`src/rtl/cla_seq_pkg.sv`:
```
// +----------------------------------------------------------------------------+
// | cla_seq_pkg : shared types and constants for the nibble-serial CLA adder    |
// | Revision    : 1.0                                                          |
// +----------------------------------------------------------------------------+
`default_nettype none

package cla_seq_pkg;

   typedef enum logic [1:0] {
      IDLE = 2'd0,
      RUN  = 2'd1,
      DONE = 2'd2
   } state_t;

   localparam int NIB_W = 4;

   // Nibble counter width; at least one bit even for degenerate widths.
   function automatic int cnt_width(input int width);
      int nib;
      nib = width / NIB_W;
      return (nib > 1) ? $clog2(nib) : 1;
   endfunction

endpackage

`default_nettype wire

```
`src/rtl/cla_seq_if.sv`:
```
// +----------------------------------------------------------------------------+
// | cla_seq_if : operand/result handshake bundle for cla_seq_adder              |
// | Optional ovf signal is present only with CLA_SEQ_OVF_EN defined.            |
// | Revision   : 1.0                                                           |
// +----------------------------------------------------------------------------+
`default_nettype none

interface cla_seq_if #(
   parameter int WIDTH = 16
);

   logic             in_valid;
   logic             in_ready;
   logic [WIDTH-1:0] a;
   logic [WIDTH-1:0] b;
   logic             cin;
   logic             out_valid;
   logic             out_ready;
   logic [WIDTH-1:0] sum;
   logic             cout;
   logic             busy;
`ifdef CLA_SEQ_OVF_EN
   logic             ovf;
`endif

   modport master (
      output in_valid, a, b, cin, out_ready,
      input  in_ready, out_valid, sum, cout, busy
`ifdef CLA_SEQ_OVF_EN
      , ovf
`endif
   );

   modport slave (
      input  in_valid, a, b, cin, out_ready,
      output in_ready, out_valid, sum, cout, busy
`ifdef CLA_SEQ_OVF_EN
      , ovf
`endif
   );

endinterface

`default_nettype wire

```
`src/rtl/cla_seq_adder_cla.sv`:
```
// +----------------------------------------------------------------------------+
// | carry_look_ahead : 4-bit combinational carry look-ahead adder slice         |
// | Revision         : 1.0                                                     |
// +----------------------------------------------------------------------------+
`default_nettype none

module carry_look_ahead (
   input  wire logic [3:0] a,
   input  wire logic [3:0] b,
   input  wire logic       cin,
   output logic      [3:0] sum,
   output logic            cout
);

   logic [3:0] w_p;
   logic [3:0] w_g;
   logic [4:0] w_c;

   assign w_p = a ^ b;
   assign w_g = a & b;

   assign w_c[0] = cin;
   assign w_c[1] = w_g[0] | (w_p[0] & cin);
   assign w_c[2] = w_g[1] | (w_p[1] & w_g[0]) | (w_p[1] & w_p[0] & cin);
   assign w_c[3] = w_g[2] | (w_p[2] & w_g[1]) | (w_p[2] & w_p[1] & w_g[0])
                 | (w_p[2] & w_p[1] & w_p[0] & cin);
   assign w_c[4] = w_g[3] | (w_p[3] & w_g[2]) | (w_p[3] & w_p[2] & w_g[1])
                 | (w_p[3] & w_p[2] & w_p[1] & w_g[0])
                 | (w_p[3] & w_p[2] & w_p[1] & w_p[0] & cin);

   assign sum  = w_p ^ w_c[3:0];
   assign cout = w_c[4];

endmodule

`default_nettype wire

```
`src/rtl/cla_seq_adder.sv`:
```
// +----------------------------------------------------------------------------+
// | cla_seq_adder : nibble-serial WIDTH-bit adder sharing one 4-bit CLA slice   |
// | Optional signed-overflow output enabled by defining CLA_SEQ_OVF_EN.         |
// | Revision      : 1.0                                                        |
// +----------------------------------------------------------------------------+
`default_nettype none

module cla_seq_adder
   import cla_seq_pkg::*;
#(
   parameter int WIDTH = 16
) (
   input  wire logic clk,
   input  wire logic rst_n,
   cla_seq_if.slave  bus
);

   localparam int              NIB    = WIDTH / NIB_W;
   localparam int              CW     = cnt_width(WIDTH);
   localparam logic [CW-1:0]   c_last = CW'(NIB - 1);

   state_t           r_state;
   state_t           w_state_nxt;
   logic [WIDTH-1:0] r_a;
   logic [WIDTH-1:0] r_b;
   logic [WIDTH-1:0] r_sum;
   logic             r_carry;
   logic             r_cout;
   logic [CW-1:0]    r_cnt;

   logic             w_accept;
   logic             w_last;
   logic             w_in_ready;
   logic             w_out_valid;
   logic             w_busy;

   logic [WIDTH-1:0] w_a_sh;
   logic [WIDTH-1:0] w_b_sh;
   logic [3:0]       w_s_nib;
   logic             w_co;

   // Nibble k of each operand is brought down to bit 0 for the slice.
   assign w_a_sh = r_a >> {r_cnt, 2'b00};
   assign w_b_sh = r_b >> {r_cnt, 2'b00};

   carry_look_ahead u_cla (
      .a    (w_a_sh[3:0]),
      .b    (w_b_sh[3:0]),
      .cin  (r_carry),
      .sum  (w_s_nib),
      .cout (w_co)
   );

   always_ff @(posedge clk or negedge rst_n) begin
      if (!rst_n) begin
         r_state <= IDLE;
      end else begin
         r_state <= w_state_nxt;
      end
   end

   always_comb begin
      w_state_nxt = r_state;
      w_in_ready  = 1'b0;
      w_out_valid = 1'b0;
      w_busy      = 1'b1;
      w_accept    = 1'b0;
      w_last      = 1'b0;
      case (r_state)
         IDLE: begin
            w_in_ready = 1'b1;
            w_busy     = 1'b0;
            if (bus.in_valid) begin
               w_accept    = 1'b1;
               w_state_nxt = RUN;
            end
         end
         RUN: begin
            if (r_cnt == c_last) begin
               w_last      = 1'b1;
               w_state_nxt = DONE;
            end
         end
         DONE: begin
            w_out_valid = 1'b1;
            if (bus.out_ready) begin
               w_state_nxt = IDLE;
            end
         end
         default: begin
            w_busy      = 1'b0;
            w_state_nxt = IDLE;
         end
      endcase
   end

   // The carry register is seeded with cin so nibble 0 needs no special mux.
   always_ff @(posedge clk or negedge rst_n) begin
      if (!rst_n) begin
         r_a     <= '0;
         r_b     <= '0;
         r_sum   <= '0;
         r_carry <= 1'b0;
         r_cout  <= 1'b0;
         r_cnt   <= '0;
      end else if (w_accept) begin
         r_a     <= bus.a;
         r_b     <= bus.b;
         r_carry <= bus.cin;
         r_sum   <= '0;
         r_cnt   <= '0;
      end else if (r_state == RUN) begin
         for (int i = 0; i < NIB; i++) begin
            if (r_cnt == CW'(i)) begin
               r_sum[i*NIB_W +: NIB_W] <= w_s_nib;
            end
         end
         r_carry <= w_co;
         if (w_last) begin
            r_cout <= w_co;
         end else begin
            r_cnt <= r_cnt + CW'(1);
         end
      end
   end

`ifdef CLA_SEQ_OVF_EN
   logic r_ovf;
   logic w_c_top;

   // Carry into the MSB recovered from the top-nibble operand and sum bits.
   assign w_c_top = r_a[WIDTH-1] ^ r_b[WIDTH-1] ^ w_s_nib[3];

   always_ff @(posedge clk or negedge rst_n) begin
      if (!rst_n) begin
         r_ovf <= 1'b0;
      end else if (w_accept) begin
         r_ovf <= 1'b0;
      end else if (w_last) begin
         r_ovf <= w_c_top ^ w_co;
      end
   end

   assign bus.ovf = r_ovf;
`endif

   assign bus.in_ready  = w_in_ready;
   assign bus.out_valid = w_out_valid;
   assign bus.busy      = w_busy;
   assign bus.sum       = r_sum;
   assign bus.cout      = r_cout;

endmodule

`default_nettype wire

```
`src/flat_wrapper.sv`:
```
// flat-port wrapper written by rule: the top's interface ports become plain ports
module cla_seq_adder_flat import cla_seq_pkg::*;
#(
   parameter int WIDTH = 16
)
  (clk, rst_n, bus_in_valid, bus_a, bus_b, bus_cin, bus_out_ready, bus_in_ready, bus_out_valid, bus_sum, bus_cout, bus_busy);
  cla_seq_if #(.WIDTH(WIDTH)) bus_i ();
  input  wire logic clk;
  input  wire logic rst_n;
  input wire logic [$bits(bus_i.in_valid)-1:0] bus_in_valid;
  input wire logic [$bits(bus_i.a)-1:0] bus_a;
  input wire logic [$bits(bus_i.b)-1:0] bus_b;
  input wire logic [$bits(bus_i.cin)-1:0] bus_cin;
  input wire logic [$bits(bus_i.out_ready)-1:0] bus_out_ready;
  output wire logic [$bits(bus_i.in_ready)-1:0] bus_in_ready;
  output wire logic [$bits(bus_i.out_valid)-1:0] bus_out_valid;
  output wire logic [$bits(bus_i.sum)-1:0] bus_sum;
  output wire logic [$bits(bus_i.cout)-1:0] bus_cout;
  output wire logic [$bits(bus_i.busy)-1:0] bus_busy;
  assign bus_i.in_valid = bus_in_valid;
  assign bus_i.a = bus_a;
  assign bus_i.b = bus_b;
  assign bus_i.cin = bus_cin;
  assign bus_i.out_ready = bus_out_ready;
  assign bus_in_ready = bus_i.in_ready;
  assign bus_out_valid = bus_i.out_valid;
  assign bus_sum = bus_i.sum;
  assign bus_cout = bus_i.cout;
  assign bus_busy = bus_i.busy;
  cla_seq_adder #(.WIDTH(WIDTH)) u_core (.clk(clk), .rst_n(rst_n), .bus(bus_i));
endmodule
```
`config.mk`:
```
export PLATFORM = sky130hd
export DESIGN_NAME = cla_seq_adder_flat
export DESIGN_NICKNAME = d
export VERILOG_FILES = /design/src/rtl/cla_seq_pkg.sv /design/src/rtl/cla_seq_if.sv /design/src/rtl/cla_seq_adder_cla.sv /design/src/rtl/cla_seq_adder.sv /design/src/flat_wrapper.sv
export SDC_FILE = /design/constraint.sdc
export NUM_CORES = 1
export LEC_CHECK = 0
export ABC_AREA = 1
export CORE_MARGIN = 2
export CORE_UTILIZATION = 50
export DETAILED_ROUTE_END_ITERATION = 8
export HOLD_SLACK_MARGIN = 0.1
export PLACE_DENSITY_LB_ADDON = 0.1
export SLEW_MARGIN = 10
export SYNTH_ARGS = -nofsm -noshare
export SYNTH_HDL_FRONTEND = slang
export SYNTH_SLANG_ARGS = --single-unit
```
`constraint.sdc`:
```
create_clock -name clk -period 2.7 [get_ports clk]
set_input_delay 0.54 -clock clk [delete_from_list [all_inputs] [get_ports clk]]
set_output_delay 0.54 -clock clk [all_outputs]
set_load 0.03 [all_outputs]
```
==> results of run 1 <==
==> power groups by stage <==
stage               logic (mW)  registers (mW)  clock network [mW]
floorplan                 1.45            1.59                   0
detailed placement        2.34            1.46                   0
finish                    2.33            1.44               0.429
global route              2.63            1.49               0.477
CTS                       2.35            1.45               0.446
global placement          2.28            1.46                   0
==> metrics by stage <==
stage / util (%) / instance area [um^2] / hold WS (ns) / setup slack (ns)
detailed placement: 63.95 / 3246 / 0.4656 / 0.3861
finish: 65.53 / 3326 / 0.2374 / 0.3816
CTS: 65.53 / 3326 / 0.2535 / 0.3753
global route: 65.53 / 3326 / 0.2845 / 0.1008
global placement: 63.95 / 3246 / 0.4640 / 0.5028
floorplan: - / 2597 / 0.2444 / 0.7610
==> logic make-up after synthesis <==
| kind of cell | count (synthesis) | share of synthesized area, % |
|---|---|---|
| xor+xnor | 1 | 0.3372 |
| simple gates | 186 | 28.08 |
| flops | 54 | 52.02 |
| fa+ha+maj | 14 | 7.033 |
| buf+inv | 27 | 4.335 |
| compound gates | 38 | 8.189 |
==> layer usage <==
| layer | up-vias | routed length (um) |
|---|---|---|
| li1 | 1133 | - |
| met1 | 1021 | 2442 |
| met2 | 45 | 2801 |
| met3 | 4 | 179 |
| met4 | 0 | 48 |
| met5 | - | 0 |
==> critical path, stage by stage, from the launching register on <==
cell and delay (ns):
dfrtp_1 0.53, clkinv_1 0.31, o21ai_0 0.18, o22ai_1 0.11, ha_1 0.38, nand2_1 0.09, nor2_1 0.04, nor2_1 0.13
nand2_1 0.07, nand2_1 0.15, nand2_1 0.10, nand2_1 0.07, nand2_1 0.04
==> final timing paths <==
path,slack [ns],depth (start not counted),to
worst max register to register,0.38,12,u_core.r_carry$_DFFE_PN0P_
worst min register to register,0.48,2,u_core.r_b[4]$_DFFE_PN0P_
max in group asynchronous,1.91,2,u_core.r_b[15]$_DFFE_PN0P_
worst min-delay path,0.24,1,u_core.bus.sum[15]$_DFFE_PN0P_
worst max-delay path,0.38,12,u_core.r_carry$_DFFE_PN0P_
min in group clk,0.48,2,u_core.r_b[4]$_DFFE_PN0P_
==> cell usage in the layout (no fill, tap or decap), types with 6 or more instances in the layout <==
cell type | netlist | layout
o21ai_0 | 26 | 26
o22ai_1 | 8 | 8
inv_1 | 14 | 14
dfrtp_1 | 54 | 54
ha_1 | 13 | 13
nand2_1 | 151 | 151
nor2_1 | 21 | 21
nand4_1 | 6 | 6
clkdlybuf4s50_1 | 0 | 55
==> cell type report <==
| type | count | area, um^2 |
|---|---|---|
| fill | 450 | 1749 |
| sequential | 54 | 1351 |
| multi-input combinational | 239 | 1134 |
| timing repair buffer | 61 | 605.6 |
| tap | 70 | 87.58 |
| clock buffer | 6 | 72.57 |
| inverter | 18 | 67.56 |
| clock inverter | 1 | 7.507 |
==> flip-flops by register name (all words and copies together), names as in the netlist <==
name and cells:
u_core.r_a 16, u_core.bus.cout 1, u_core.r_cnt 2, u_core.r_carry 1, u_core.r_state 2, u_core.r_b 16
u_core.bus.sum 16
==> results.txt, run 1 <==
post-cts sizing count -> 0
Area Overhead vs Synth -> 28.03%
Synth area leaders -> dfrtp_1, nand2_1, ha_1
Die Ht -> 76.08 um
top_reg_cell synth -> dfrtp_1
Psw -> 1.944 mW
Tot GR Track Use -> 20.60%
internal power -> 2.259 mW
Worst Setup SP -> u_core.r_cnt[1]$_DFFE_PN0P_
Reg power frac -> 34.4%
final hold vios -> 0
Final Non-Filler Cells -> 449
most frequent cell after synthesis -> nand2_1
final setup violation count -> 0
antenna-violating nets left -> 0
worst slew pin tran -> 0.6091 ns
max-slew violation count -> 0
Clk pin slew, worst setup/hold paths -> 0.09 ns
yosys warns -> 0
Post-Syn Area -> 0.002597 mm^2
GR Util met2 -> 35.45%
first-pass GRT wire length -> 9742 um
core area -> 0.005075 mm^2
DRC Markers -> 0
Nets -> 430
Syn Inst Count -> 320
gr busiest metal -> met2
Cell Count Post-Placement -> 442
outcome -> completed
achievable clock frequency -> 431.3 MHz
FFs w/ async S/R, synth -> 100.0%
RD Place Congestion -> 0.8217
# Post-CTS Setup Buffers -> 0
CP Max Fanout -> 11
setup TNS -> 0 ns
Initial Util -> 51.18%
Max Clock Skew -> 0.005045 ns
Leakage -> 1.685 nW
TritonCTS Sinks -> 54
Max Root-Sink Buffers -> 2
Synthesized Nets -> 371
Post-synth top cells -> nand2_1, dfrtp_1, o21ai_0
DP HPWL -> 4103 um
top cell type by total area after synthesis -> dfrtp_1
Synth top area share -> 52.02%
Logic pwr share -> 55.4%
met3 GRT Util -> 3.673%
Clk pwr share -> 10.2%
site row count -> 26
# H-tree levels -> 2
period utilization -> 85.87%
sequential area share after synthesis -> 52.02%
Min-Delay Path Class -> input pin to asynchronous set/reset pin
worst skew pair latency -> 0.30 ns
TritonRoute pass-1 iters -> 4
DRT iter0 DRCs -> 71
crit path capture type -> flip-flop
# port buffers -> 56
Tmin final -> 2.318 ns
Pwr Density -> 1264 mW/mm^2
Post-synth EDFFs -> 0
Slew headroom -> 59.39%
Setup crit start kind -> flip-flop
Peak VDD IR -> 0.0004558 V
critical path class -> flip-flop to flip-flop
Die Span X -> 76.08 um
Crit path required time -> 2.90 ns
drt wl/cell -> 12.18 um
vias per cell -> 4.906
CTS root buf -> clkbuf_8
# hold bufs at CTS -> 0
Mapped Avg Cell Area -> 8.117 um^2
RSZ-0062 raised after global routing -> no
Max Cap Viol -> 0
critical path arrival -> 2.52 ns
via count -> 2203
total CTS buffers -> 5
fraction of layout cells with a size suffix above 1 -> 5.013%
vias in the first global route -> 2201
synth unique cells -> 22
total wire length -> 5471 um
CTS tree -> built
GR Overflow Total -> 0
area of the die -> 0.005787 mm^2
ANT cells -> 0
initial antenna violation count -> 0
IO Count -> 57
sw frac -> 46.26%
Final Total Pwr -> 4.204 mW
largest net degree at the start of global routing -> 29
met1 Resource Use GR -> 26.40%
launch point of the worst reg-to-reg path -> u_core.r_cnt[1]$_DFFE_PN0P_
Yosys reg bits -> 54
No activity file was read; power rests on OpenSTA's default activity.
==> run 2, diff against run 1 <==
--- a/config.mk
+++ b/config.mk
@@ -10,7 +10,7 @@
 export CORE_UTILIZATION = 50
 export DETAILED_ROUTE_END_ITERATION = 8
 export HOLD_SLACK_MARGIN = 0.1
-export PLACE_DENSITY_LB_ADDON = 0.1
+export PLACE_DENSITY = 0.76
 export SLEW_MARGIN = 10
 export SYNTH_ARGS = -nofsm -noshare
 export SYNTH_HDL_FRONTEND = slang
==> run 2 against run 1 <==
  * Clock skew hardly changed
  * Final cell count stayed put
  * Clock power is 24% higher
  * Highest routed layer unchanged
  * Flip-flop and latch count stayed put
  * Worst hold slack worse by 0.0018 ns
  * Routed wire length is 0.91% higher
  * Fmax is 0.94% higher
  * Sequential share of layout area is 0.27 points lower
  * Count of clock-buffer cells in the layout stayed put
  * Combinational power hardly changed
  * Largest cell class unchanged
  * Setup slack better by 0.022 ns
==> results.txt, run 2 (same netlist as run 1, synthesis figures left out) <==
max-slew violation count -> 0 (unchanged)
fraction of layout cells with a size suffix above 1 -> 5.013% (unchanged)
Setup crit start kind -> flip-flop
Crit path required time -> 2.90 ns (about the same)
Clk pin slew, worst setup/hold paths -> 0.09 ns (about the same)
DRC Markers -> 0 (unchanged)
FF-to-FF End -> u_core.r_carry$_DFFE_PN0P_
vias in the first global route -> 2180 (-0.95%)
r2r setup slk -> 0.40 ns (+0.02 ns)
outcome -> completed
via count -> 2215 (+0.54%)
first-pass GRT wire length -> 9991 um (+2.6%)
drt wl/cell -> 12.30 um (+0.91%)
critical path class -> flip-flop to flip-flop
most frequent cells in the layout -> nand2_1, clkdlybuf4s50_1, dfrtp_1, o21ai_0, nor2_1
# H-tree levels -> 2 (unchanged)
CTS tree -> built
Tot GR Track Use -> 21.42% (+0.82 points)
critical path arrival -> 2.50 ns (-0.02 ns)
period utilization -> 85.07% (-0.80 points)
Slew headroom -> 59.45% (about the same)
initial antenna violation count -> 0 (unchanged)
Reg2Reg Depth -> 12 (unchanged)
final hold vios -> 0 (unchanged)
TritonRoute pass-1 iters -> 4 (unchanged)
Pwr Density -> 1288 mW/mm^2 (+1.9%)
Final Non-Filler Cells -> 449 (unchanged)
worst skew pair latency -> 0.31 ns (about the same)
worst slew pin tran -> 0.6083 ns (-0.0008281 ns)
# port buffers -> 56 (unchanged)
area of the die -> 0.005787 mm^2 (unchanged)
Max Clock Skew -> 0.004998 ns (-0.00004721 ns)
Area Overhead vs Synth -> 28.90%
cell mode on critical path -> nand2_1
DP HPWL -> 4190 um (+2.1%)
Initial Util -> 51.18% (unchanged)
total wire length -> 5521 um (+0.91%)
antenna-violating nets left -> 0 (unchanged)
slowest stage delay, CP -> 0.52 ns (about the same)
post-cts sizing count -> 0 (unchanged)
TritonCTS Sinks -> 54 (unchanged)
Tmin final -> 2.297 ns (-0.02158 ns)
Min-Delay Path Class -> input pin to asynchronous set/reset pin
final setup violation count -> 0 (unchanged)
total CTS buffers -> 5 (unchanged)
vias per cell -> 4.933 (+0.54%)
CP Buf/Inv Count -> 1 (unchanged)
most common cell after layout, fill and taps aside -> nand2_1
launch point of the worst reg-to-reg path -> u_core.r_cnt[1]$_DFFE_PN0P_
GR Overflow Total -> 0 (unchanged)
setup TNS -> 0 ns (unchanged)
CP Depth -> 12 (unchanged)
DRT iter0 DRCs -> 150 (+110%)
CP delay by family, top -> simple AND/OR/NAND/NOR gates
CTS root buf -> clkbuf_8
Cell Count Post-Placement -> 441 (-0.23%)
achievable clock frequency -> 435.4 MHz (+0.94%)
RD Place Congestion -> 0.9180 (+12%)
Max Root-Sink Buffers -> 2 (unchanged)
Worst Setup SP -> u_core.r_cnt[1]$_DFFE_PN0P_
Final Total Pwr -> 4.313 mW (+2.6%)
ANT cells -> 0 (unchanged)
Critical Path, Cell by Cell -> clkinv_1, o21ai_0, o22ai_1, ha_1, nand2_1, nor2_1, nor2_1, nand2_1, nand2_1, nand2_1, nand2_1, nand2_1
Max Cap Viol -> 0 (unchanged)
Max stage delay cell, worst path -> dfrtp_1
Nets -> 429 (-0.23%)
RSZ-0062 raised after global routing -> no
# Post-CTS Setup Buffers -> 0 (unchanged)
Leakage -> 1.694 nW (+0.53%)
IO Count -> 57 (unchanged)
Die Ht -> 76.08 um (unchanged)
Die Span X -> 76.08 um (unchanged)
# hold bufs at CTS -> 0 (unchanged)
Peak VDD IR -> 0.0004930 V (+8.2%)
CP Max Fanout -> 11 (unchanged)
largest net degree at the start of global routing -> 29 (unchanged)
core area -> 0.005075 mm^2 (unchanged)
site row count -> 26 (unchanged)
crit path capture type -> flip-flop
==> run 2: cell types whose count changed in the layout (fill, tap and decap cells not counted) <==
cell	delta
buf_4	-1
bufinv_16	+1
==> run 2: worst max-delay path by stage <==
| stage | end | slack, ns |
|---|---|---|
| finish | u_core.r_carry$_DFFE_PN0P_ | 0.40 |
| global route | u_core.r_carry$_DFFE_PN0P_ | 0.13 |
| CTS | bus_busy | 0.39 |
| detailed placement | u_core.r_carry$_DFFE_PN0P_ | 0.47 |
| global placement | u_core.r_carry$_DFFE_PN0P_ | 0.54 |
| floorplan | u_core.r_carry$_DFFE_PN0P_ | 0.76 |
==> run 2: power by group <==
part	switching [mW]	leakage [nW]	internal (mW)	total (mW)
logic	1.46	0.967	0.877	2.33
clock network	0.256	0.0514	0.277	0.533
registers	0.254	0.676	1.19	1.45
total	1.97	1.69	2.35	4.31
==> run 2: metrics by stage <==
step	utilization, %	hold slack [ns]	worst slack (ns)	cell area, um^2
after floorplan	-	0.2444	0.7610	2597
after global placement	63.81	0.4643	0.5395	3238
after detailed placement	63.81	0.4622	0.4696	3238
after CTS	65.98	0.2404	0.3942	3348
after global routing	65.98	0.2788	0.1283	3348
final	65.98	0.2355	0.4032	3348
==> run 2: layer usage <==
| metal | track usage (%) | wire length (um) |
|---|---|---|
| met4 | 7.091 | 78 |
| met3 | 3.910 | 224 |
| met2 | 36.43 | 2758 |
| met5 | 0 | 0 |
| met1 | 27.90 | 2460 |
==> run 2: cell type report <==
type,instances,area [um^2]
fill,434,1727
sequential,54,1351
multi-input combinational,239,1134
timing repair buffer,60,598.1
tap,70,87.58
clock buffer,6,72.57
inverter,18,67.56
clock inverter,2,37.54
==> run 3, diff against run 2 <==
--- a/config.mk
+++ b/config.mk
@@ -7,10 +7,11 @@
 export LEC_CHECK = 0
 export ABC_AREA = 1
 export CORE_MARGIN = 2
-export CORE_UTILIZATION = 50
+export CORE_UTILIZATION = 45
 export DETAILED_ROUTE_END_ITERATION = 8
+export GPL_ROUTABILITY_DRIVEN = 0
 export HOLD_SLACK_MARGIN = 0.1
-export PLACE_DENSITY = 0.76
+export PLACE_DENSITY = 0.72
 export SLEW_MARGIN = 10
 export SYNTH_ARGS = -nofsm -noshare
 export SYNTH_HDL_FRONTEND = slang
==> run 3 against run 2 <==
  * Critical path depth did not move
  * Die area grew 11%
  * Final cell count is 0.22% higher
  * Total power decreased by 2.7%
  * Register-to-register slack got worse by 0.11 ns
  * Design area fell by 0.93%
  * Via count barely moved
  * Global-route usage fell by 2.3 points
  * Worst hold slack better by 0.0086 ns
  * Count of clock-buffer cells in the layout rose by 1
  * Setup slack got worse by 0.11 ns
  * Critical path type unchanged
  * Largest power group unchanged
  * Highest routed layer unchanged
==> results.txt, run 3 (same netlist as run 1, synthesis figures left out) <==
Crit path required time -> 2.90 ns (about the same)
final setup violation count -> 0 (unchanged)
post-place instance area -> 0.003241 mm^2 (about the same)
drt wl/cell -> 12.46 um (+1.3%)
CP delay by family, top -> simple AND/OR/NAND/NOR gates
GR Util met2 -> 32.83% (-3.6 points)
max-slew violation count -> 0 (unchanged)
Max Root-Sink Buffers -> 2 (unchanged)
critical path arrival -> 2.61 ns (+0.11 ns)
met1 Resource Use GR -> 25.13% (-2.8 points)
ANT cells -> 0 (unchanged)
Nets -> 429 (unchanged)
CTS tree -> built
Min-Delay Path Class -> input pin to asynchronous set/reset pin
Pwr Density -> 1266 mW/mm^2 (-1.7%)
fraction of layout cells with a size suffix above 1 -> 4.497% (-0.52 points)
Max Clock Skew -> 0.006106 ns (+0.001108 ns)
Peak VDD IR -> 0.0005754 V (+17%)
final core occ -> 59.87% (-6.1 points)
core area -> 0.005540 mm^2 (+9.2%)
Area Overhead vs Synth -> 27.70%
period utilization -> 89.26% (+4.2 points)
CTS root buf -> clkbuf_8
Critical Path, Cell by Cell -> clkinv_1, o21ai_0, o22ai_1, ha_1, nand2_1, nand2_1, nor2_1, nand2_1, nand2_1, nand2_1, nand2_1, nand2_1
vias in the first global route -> 2118 (-2.8%)
# Post-CTS Setup Buffers -> 0 (unchanged)
final hold vios -> 0 (unchanged)
area of the die -> 0.006396 mm^2 (+11%)
total CTS buffers -> 5 (unchanged)
RSZ-0062 raised after global routing -> no
antenna-violating nets left -> 0 (unchanged)
CP Max Fanout -> 11 (unchanged)
total wire length -> 5605 um (+1.5%)
achievable clock frequency -> 414.9 MHz (-4.7%)
worst skew pair latency -> 0.30 ns (about the same)
vias per cell -> 4.918 (-0.31%)
Clk pin slew, worst setup/hold paths -> 0.09 ns (about the same)
gr busiest metal -> met2
via count -> 2213 (-0.090%)
Max stage delay cell, worst path -> dfrtp_1
Die Span X -> 79.98 um (+5.1%)
IO Count -> 57 (unchanged)
worst slew pin tran -> 0.6257 ns (+0.01739 ns)
Die Ht -> 79.98 um (+5.1%)
largest net degree at the start of global routing -> 29 (unchanged)
Initial Util -> 46.88% (-4.3 points)
TritonRoute pass-1 iters -> 4 (unchanged)
crit path capture type -> flip-flop
Design Area, Final -> 0.003317 mm^2 (-0.93%)
Tot GR Track Use -> 19.13% (-2.3 points)
CP Buf/Inv Count -> 1 (unchanged)
first-pass GRT wire length -> 9542 um (-4.5%)
Tmin final -> 2.410 ns (+0.1132 ns)
# H-tree levels -> 2 (unchanged)
DP HPWL -> 4128 um (-1.5%)
post-cts sizing count -> 0 (unchanged)
DRT iter0 DRCs -> 162 (+8.0%)
Setup crit start kind -> flip-flop
most common cell after layout, fill and taps aside -> nand2_1
initial antenna violation count -> 0 (unchanged)
outcome -> completed
setup TNS -> 0 ns (unchanged)
Slew headroom -> 58.29% (-1.2 points)
# hold bufs at CTS -> 0 (unchanged)
slowest stage delay, CP -> 0.56 ns (+0.04 ns)
DRC Markers -> 0 (unchanged)
cell mode on critical path -> nand2_1
# port buffers -> 56 (unchanged)
critical path class -> flip-flop to flip-flop
Max Cap Viol -> 0 (unchanged)
TritonCTS Sinks -> 54 (unchanged)
met3 GRT Util -> 4.072% (+0.16 points)
Leakage -> 1.681 nW (-0.77%)
site row count -> 27 (+3.8%)
most frequent cells in the layout -> nand2_1, clkdlybuf4s50_1, dfrtp_1, o21ai_0, nor2_1
GR Overflow Total -> 0 (unchanged)
==> run 3: changes by cell type in the layout (fill, tap and decap cells not counted) <==
cell        delta
clkinvlp_4     -1
bufinv_16      -1
clkbuf_1       +1
==> run 3: final cells by class <==
cell class              count  area, um^2
inverters                  18       67.56
repair buffers             60       598.1
multi-input cells         239        1134
clock buffers               7       76.32
flip-flops and latches     54        1351
well taps                  72       90.09
fillers                   532        2223
==> run 3: worst paths after layout <==
| kind | depth (start not counted) | slack [ns] | to | from |
|---|---|---|---|---|
| max | 12 | 0.29 | u_core.r_carry$_DFFE_PN0P_ | u_core.r_cnt[1]$_DFFE_PN0P_ |
| min reg2reg | 2 | 0.48 | u_core.r_b[8]$_DFFE_PN0P_ | u_core.r_b[8]$_DFFE_PN0P_ |
| max reg2reg | 12 | 0.29 | u_core.r_carry$_DFFE_PN0P_ | u_core.r_cnt[1]$_DFFE_PN0P_ |
| min in group clk | 2 | 0.48 | u_core.r_b[8]$_DFFE_PN0P_ | u_core.r_b[8]$_DFFE_PN0P_ |
| min | 1 | 0.24 | u_core.r_state[0]$_DFFE_PN0P_ | rst_n |
| max in group asynchronous | 2 | 1.89 | u_core.r_b[4]$_DFFE_PN0P_ | rst_n |
==> run 3: routing by layer <==
layer / up-vias / routed length [um]
met1: 1020 / 2542
met2: 62 / 2747
li1: 1129 / -
met3: 2 / 279
met4: 0 / 35
met5: - / 0
==> run 3: through the flow <==
stage          total power, mW  std cells  hold WS (ns)  setup WS (ns)
6_report                 4.198        450        0.2441         0.2900
5_1_grt                  4.615        450        0.2827        0.06607
4_1_cts                  4.250        450        0.2689         0.3156
3_5_place_dp             3.810        443        0.4614         0.3519
3_3_place_gp             3.751        443        0.4589         0.3616
2_1_floorplan            3.039        320        0.2444         0.7610
==> run 3: power breakdown <==
| part | switching, mW | total, mW | leakage (nW) | internal, mW |
|---|---|---|---|---|
| Sequential | 0.217 | 1.41 | 0.676 | 1.19 |
| Combinational | 1.49 | 2.37 | 0.967 | 0.876 |
| Clock | 0.244 | 0.423 | 0.0383 | 0.179 |
| Total | 1.95 | 4.20 | 1.68 | 2.25 |
